--- src/rtl/pos_to_remote_packer.sv ---
// Packs four outgoing position sub-packets into one 512-bit AXI-Stream beat.
// Slot layout and slot order mirror the receive-side remote-position unpacker.
module pos_to_remote_packer #(
    parameter int AXIS_TDATA_WIDTH     = 512,
    parameter int NUM_SUB_PACKETS      = 4,
    parameter int SUB_PACKET_WIDTH     = 128,
    parameter int OFFSET_WIDTH         = 29,
    parameter int NB_CELL_COUNT_WIDTH  = 5,
    parameter int GLOBAL_CELL_ID_WIDTH = 4,
    parameter int ELEMENT_WIDTH        = 2,
    parameter int PARTICLE_ID_WIDTH    = 9
) (
    input  logic                                                   clk,
    input  logic                                                   rst,
    input  logic [3*OFFSET_WIDTH+ELEMENT_WIDTH+PARTICLE_ID_WIDTH-1:0] i_offset_pkt,
    input  logic [3*GLOBAL_CELL_ID_WIDTH-1:0]                      i_gcid,
    input  logic [NB_CELL_COUNT_WIDTH-1:0]                         i_lifetime,
    input  logic                                                   i_last,
    input  logic                                                   i_valid,
    output logic                                                   o_ready,
    output logic [AXIS_TDATA_WIDTH-1:0]                            o_remote_tdata,
    output logic                                                   o_remote_tvalid,
    output logic                                                   o_remote_tlast,
    input  logic                                                   i_remote_tready,
    output logic [31:0]                                            o_beat_cnt
);

    localparam int GCID_W    = 3*GLOBAL_CELL_ID_WIDTH;
    localparam int FILL_W    = $clog2(NUM_SUB_PACKETS);
    localparam int LAST_BIT  = 96;
    localparam int LIFE_LSB  = 97;
    localparam int GCID_LSB  = LIFE_LSB + NB_CELL_COUNT_WIDTH;
    localparam int ELEM_LSB  = GCID_LSB + GCID_W;
    localparam int PARID_LSB = ELEM_LSB + ELEMENT_WIDTH;
    localparam int PKT_ELEM  = 3*OFFSET_WIDTH;
    localparam int PKT_PARID = PKT_ELEM + ELEMENT_WIDTH;

    logic [AXIS_TDATA_WIDTH-1:0] acc_q, acc_d;
    logic [FILL_W-1:0]           fill_q, fill_d;
    logic                        acc_full_q, acc_full_d;
    logic [AXIS_TDATA_WIDTH-1:0] out_data_q, out_data_d;
    logic                        out_last_q, out_last_d;
    logic                        out_valid_q, out_valid_d;
    logic [31:0]                 beat_cnt_q, beat_cnt_d;

    logic [SUB_PACKET_WIDTH-1:0] slot_new;
    logic [AXIS_TDATA_WIDTH-1:0] acc_wr;
    logic [FILL_W-1:0]           wr_slot;
    logic                        accept;
    logic                        drain;
    logic                        out_free;

    function automatic logic beat_last(input logic [AXIS_TDATA_WIDTH-1:0] b);
        logic l;
        l = 1'b0;
        for (int unsigned s = 0; s < NUM_SUB_PACKETS; s++) begin
            l = l | b[s*SUB_PACKET_WIDTH + LAST_BIT];
        end
        return l;
    endfunction

    assign o_ready         = ~acc_full_q & ~rst;
    assign o_remote_tdata  = out_data_q;
    assign o_remote_tvalid = out_valid_q;
    assign o_remote_tlast  = out_last_q;
    assign o_beat_cnt      = beat_cnt_q;

    always_comb begin
        slot_new = '0;
        slot_new[0  +: OFFSET_WIDTH] = i_offset_pkt[0              +: OFFSET_WIDTH];
        slot_new[32 +: OFFSET_WIDTH] = i_offset_pkt[OFFSET_WIDTH   +: OFFSET_WIDTH];
        slot_new[64 +: OFFSET_WIDTH] = i_offset_pkt[2*OFFSET_WIDTH +: OFFSET_WIDTH];
        slot_new[LAST_BIT]           = i_last;
        slot_new[LIFE_LSB  +: NB_CELL_COUNT_WIDTH] = i_lifetime;
        slot_new[GCID_LSB  +: GCID_W]              = i_gcid;
        slot_new[ELEM_LSB  +: ELEMENT_WIDTH]       = i_offset_pkt[PKT_ELEM  +: ELEMENT_WIDTH];
        slot_new[PARID_LSB +: PARTICLE_ID_WIDTH]   = i_offset_pkt[PKT_PARID +: PARTICLE_ID_WIDTH];

        // First sub-packet of a beat lands in the top slot.
        wr_slot = FILL_W'(NUM_SUB_PACKETS - 1) - fill_q;
        acc_wr  = acc_q;
        for (int unsigned s = 0; s < NUM_SUB_PACKETS; s++) begin
            if (FILL_W'(s) == wr_slot) begin
                acc_wr[s*SUB_PACKET_WIDTH +: SUB_PACKET_WIDTH] = slot_new;
            end
        end

        accept   = i_valid & o_ready;
        drain    = out_valid_q & i_remote_tready;
        out_free = ~out_valid_q | drain;

        acc_d       = acc_q;
        fill_d      = fill_q;
        acc_full_d  = acc_full_q;
        out_data_d  = out_data_q;
        out_last_d  = out_last_q;
        out_valid_d = out_valid_q & ~drain;
        beat_cnt_d  = drain ? beat_cnt_q + 32'd1 : beat_cnt_q;

        if (acc_full_q) begin
            if (drain) begin
                out_data_d  = acc_q;
                out_last_d  = beat_last(acc_q);
                out_valid_d = 1'b1;
                acc_d       = '0;
                acc_full_d  = 1'b0;
            end
        end else if (accept) begin
            if (fill_q == FILL_W'(NUM_SUB_PACKETS - 1) || i_last) begin
                fill_d = '0;
                if (out_free) begin
                    out_data_d  = acc_wr;
                    out_last_d  = beat_last(acc_wr);
                    out_valid_d = 1'b1;
                    acc_d       = '0;
                end else begin
                    acc_d      = acc_wr;
                    acc_full_d = 1'b1;
                end
            end else begin
                acc_d  = acc_wr;
                fill_d = fill_q + 1'b1;
            end
        end
    end

    always_ff @(posedge clk or posedge rst) begin
        if (rst) begin
            acc_q       <= '0;
            fill_q      <= '0;
            acc_full_q  <= 1'b0;
            out_data_q  <= '0;
            out_last_q  <= 1'b0;
            out_valid_q <= 1'b0;
            beat_cnt_q  <= '0;
        end else begin
            acc_q       <= acc_d;
            fill_q      <= fill_d;
            acc_full_q  <= acc_full_d;
            out_data_q  <= out_data_d;
            out_last_q  <= out_last_d;
            out_valid_q <= out_valid_d;
            beat_cnt_q  <= beat_cnt_d;
        end
    end

endmodule

--- config.mk ---
export PLATFORM = sky130hd
export DESIGN_NAME = pos_to_remote_packer
export DESIGN_NICKNAME = d
export VERILOG_FILES = /design/src/rtl/pos_to_remote_packer.sv
export SDC_FILE = /design/constraint.sdc
export NUM_CORES = 2
export LEC_CHECK = 0
export BUFFER_PORTS_ARGS = -buffer_cell sky130_fd_sc_hd__clkbuf_2
export CAP_MARGIN = 20
export CORE_UTILIZATION = 61
export CTS_CLUSTER_DIAMETER = 120
export CTS_CLUSTER_SIZE = 24
export DETAILED_ROUTE_END_ITERATION = 6
export HOLD_SLACK_MARGIN = 0.12
export PLACE_DENSITY = 0.85
export SYNTH_ARGS = -nofsm -noshare
export SYNTH_HDL_FRONTEND = slang
export SYNTH_SLANG_ARGS = --single-unit
--- constraint.sdc ---
create_clock -name clk -period 115.2 [get_ports clk]
set_input_delay 23.04 -clock clk [delete_from_list [all_inputs] [get_ports clk]]
set_output_delay 23.04 -clock clk [all_outputs]
set_load 0.02 [all_outputs]
# Word-level counts from Yosys, hierarchy flattened
# Cells that the tools add are included.
# Widths: inputs -> output; s select.
# totals
register_bits	1061
in_bits	120
out_inout_bits	547
word_cells	68
# op_classes
n_addsub	3
eq_ne	5
n_mux	30
bitwise_logic	15
n_reduce_logical	8
# op_table
op	count
$mux 512	10
$mux 128	4
$add 32x1->32 const B	1
$mux 1	15
$or 1x1->1	7
$reduce_bool 2->1	3
$and 1x1->1	4
$eq 2x2->1 const A	2
$not 1->1	4
$reduce_and 2->1	2
$reduce_and 4->1	1
$add 2x1->2 const B	1
$eq 1x2->1 const A	1
$eq 2x2->1 const B	1
$logic_not 2->1	1
$mux 2	1
$ne 2x1->1 const B	1
$sub 2x2->2 const A	1
$logic_or 1x1->1	1

# Longest topological paths before layout
# depth
word_depth	10
mapped_depth	9
depth_no_buf	6

# Worst setup path after synthesis
# OpenSTA, ideal clock, no wires.
# synth_path
path_type	input port to flip-flop
start	input port rst
end	register acc_full_q
setup_ns	0.163
t_arrival_ns	46.898
t_required_ns	115.037
slack_ns	68.139
stages	3
path_buffers	0
path_cell_list	inv_1 -> a41oi_1 -> a21oi_1
# synth_via
elab_chain_cells	5
# synth_lines
element	line_no	source
start, declared	14	input logic rst,
$not 1->1	62	assign o_ready = ~acc_full_q & ~rst;
$and 1x1->1	62	
$and 1x1->1	88	accept = i_valid & o_ready;
$mux 1	108	end else if (accept) begin
$mux 1	100	if (acc_full_q) begin
net acc_full_d	40	logic acc_full_q, acc_full_d;
end signal, assigned	139	acc_full_q <= acc_full_d;
end, declared	40	
# The timed path passes the listed nets, and every way through them passes these cells.
# A chain may end at the register's enable or synchronous reset.

# Final worst setup path
# layout_path
start	input port rst
end	output port o_ready
# layout_via
elab_chain_cells	2
# layout_lines
element	line_no	source
$not 1->1	62	
$and 1x1->1	62	
end, declared	20	output logic o_ready,
# No other way between the ends.

==> implementation parameters <==
Parameter                              Value

Final layout
  Sequential cell area    0.02655 mm2
  Commonest non-fill, non-tap cells in the layout    dfrtp_1 (1061), o21ai_0 (1021), clkbuf_2 (666)
  Layout fillers    5107
  Most common library cell in the layout ignoring fill and taps    dfrtp_1
  Area of combinational cells with multiple inputs    0.01539 mm2
  Fraction of layout instances using a drive strength above 1    19.79%
  Layout net count    4151
  Layout overhead on the synthesized area    10.23%

Synthesis
  Synth warn    0
  FFs w/ async S/R, synth    100.0%
  Commonest register cell after synthesis    dfrtp_1
  Synthesized Nets    3833
  Number of instances in the synthesized netlist    3708
  Number of enable flip-flop cells after synthesis    0
  Yosys reg bits    1061
  Sequential cell area fraction in the yosys report    60.51%
  Mean cell area of the mapped netlist    11.83 um2
  Synthesized cell area    0.04387 mm2
  Unique masters post-synth    45

Critical path
  Worst flop-to-flop path endpoint    o_remote_tdata[251]
  Delay of the slowest critical-path stage    210 ps
  Type of destination of the critical path    output pin
  Arrival time reported for the critical path endpoint    23570 ps
  Slowest stage cell on the critical path    clkbuf_2
  Cell Chain, Critical Path    clkbuf_2 > nor2_1 > clkbuf_2
  Worst reg-to-reg setup slack    110780 ps
  Startpoint type of the worst setup path    input pin
  Reg-to-Reg Start    acc_full_q
  Worst Path Max Fanout    4
  CP required    92160 ps
  Most Frequent Cell on Critical Path    clkbuf_2
  Worst setup path category    in -> out
  R2r worst-path depth    8

Die
  Area enclosed by the die boundary    0.07300 mm2
  Initial standard-cell utilization of the core    62.11%
  Die Span Y    270.2 um
  Core area    0.07064 mm2
  Number of I/O pins    667
  Width of the die    270.2 um
  Rows    97

Clock network
  CTS hold repair buffers    0
  Clock latency reported for the late side of the worst-skew pair    640 ps
  Maximum count of clock buffers along a single path    3
  Post-CTS setup buffer count    0
  TritonCTS clock tree    built
  Clock transition time at the flip-flop clock pins of the worst setup and hold paths    90 ps
  Count of cells resized by post-cts repair    0
  Number of clock buffers inserted by TritonCTS    50
  CTS H-tree depth    2
  Master cell of the clock root buffer    clkbuf_16
  Clock Sink Count    1061

Power
  Cell area power density    23.88 mW/mm2
  Leakage component of the power    22.89 nW
  Maximum vdd ir drop    0.02073 mV
  Total power of the final layout    1.155 mW

Drt
  Antenna Nets Post-Route    0
  Drt wl/cell    25.79 um
  DRC Markers    0
  Routed via count divided by cell count    6.690
  Iteration-0 DRC Markers    3539
  Final Routed Wirelength    128300 um
  Total iterations of the first detailed-routing run    6
  Overall via count from detail_route    33280

Global route
  Overall global routing resource usage    34.79%
  Global routing met2 resource utilization    52.46%
  Met3 Use GR    6.597%
  Wire length of the first global-routing pass    199000 um
  Maximum number of pins on one net before global-route repair    203
  Met1 track demand over resource    48.24%
  Via count of the first global-routing pass    33250
  Antenna violations before repair    6
  Total gr overflow    0
  Most used routing layer    met2

STA
  Sum of negative setup slack    0 ps
  Final hold violations    0
  Final critical-path share of the clock period    40.46%
  Shortest clock period the worst path allows after layout    46610 ps
  Relative slew slack    19.91%
  Unrepaired setup endpoints after global routing    no
  Slew @ Worst Pin    1201 ps
  Highest clock rate    21.45 MHz
  Worst clock skew    22.71 ps
  Final Slew Violations    0
  Final setup violation count    0

Flow run
  # Max-Cap Violations    0

Place
  Count of input and output buffers    666
  Final estimated routing congestion in global placement    0.8482
  HPWL after detailed placement    75390 um

Min path
  Worst Hold End    o_beat_cnt[31]
  Class of the tightest hold or removal check    reg -> reg
  Worst Hold Launch    o_beat_cnt[31]
  Number of instances on the worst hold path    1

Outcome
  Result of the run    completed
[synthesized netlist by cell type, types with 2 or more instances]
library cell  count  area share (%)
and2_1           50            0.71
a22o_1          463             9.2
buf_6            15            0.38
buf_1            93            0.80
nand2b_1          6           0.086
nor2_1            9           0.077
ha_1              5            0.14
o21ai_1           8           0.091
nor3_1            3           0.034
xnor2_1          23            0.46
a31oi_1           3           0.043
dfrtp_1        1061              61
a21oi_1           4           0.046
nor2b_1           3           0.043
mux2i_1         464              11
inv_1             8           0.068
nand2_1          60            0.51
buf_4            12            0.21
xor2_1            8            0.16
nand4_1          13            0.19
o21ai_0        1021              12
nand3_1          14            0.16
nor4_2            3           0.086
o31ai_1           2           0.034
clkbuf_1        203             1.7
buf_2           129             1.5
and3_1            7            0.10
[worst max-delay path by stage]
| stage | from | endpoint | slack, ps | cells after the start |
|---|---|---|---|---|
| finish | rst | o_ready | 68590 | 3 |
| CTS | rst | o_ready | 68590 | 3 |
| detailed placement | rst | o_ready | 68590 | 3 |
| global placement | rst | o_ready | 68600 | 3 |
| floorplan | rst | acc_full_q | 62280 | 1 |
| global route | rst | o_ready | 68540 | 3 |
[where the power goes]
group	internal [mW]	switching [mW]	total, mW
clock network	0.0825	0.116	0.198
logic	0.148	0.284	0.432
registers	0.464	0.0605	0.525
[registers in the layout, summed over array words and instances (netlist names)]
name and count:
o_remote_tlast 1, acc_q 512, o_remote_tvalid 1, fill_q 2, o_remote_tdata 512, acc_full_q 1
o_beat_cnt 32
[cell families (layout without fill, tap and decap cells)]
kind of cell | after synthesis | after routing | share of synthesized area [%]
AND/OR/NAND/NOR | 177 | 177 | 2.182
AO/OA/AOI/OAI | 1508 | 1508 | 21.26
adder cells (fa/ha/maj) | 5 | 5 | 0.1426
multiplexers | 465 | 465 | 10.61
other | 0 | 6 | 0
XOR/XNOR | 31 | 31 | 0.6188
flip-flops | 1061 | 1061 | 60.51
buffers and inverters | 461 | 781 | 4.674
[routing by layer]
metal,routed length (um),part of all wire (%),vias to the layer above
li1,-,-,13960
met1,49970,39,17030
met2,59090,46,1922
met3,11810,9.2,368
met4,7391,5.8,0
met5,0,0,-
[through the flow]
step	hold slack, ps	setup WS [ps]	util [%]	instances	area [um2]
floorplan	453.4	62280	-	3708	43870
global placement	463.7	68600	66.36	4909	46870
detailed placement	470.6	68590	66.36	4909	46870
CTS	488.4	68590	68.26	4963	48220
global route	501.7	68540	68.47	4974	48360
finish	488.9	68590	68.47	4974	48360
[final cells by class]
class                      count  area share [%]
clock buffer                  53           2.742
multi-input combinational   2186           31.82
antenna                        6         0.03105
tap                          940           2.432
timing repair buffer         719           7.958
inverter                       8         0.07761
clock inverter                 1         0.04139
sequential                  1061           54.90
[critical path, delay by kind of cell]
family / cells / cell delay (ps)
buffers and inverters: 2 / 390
AND/OR/NAND/NOR: 1 / 130
Power figures use the tool's default switching activity.
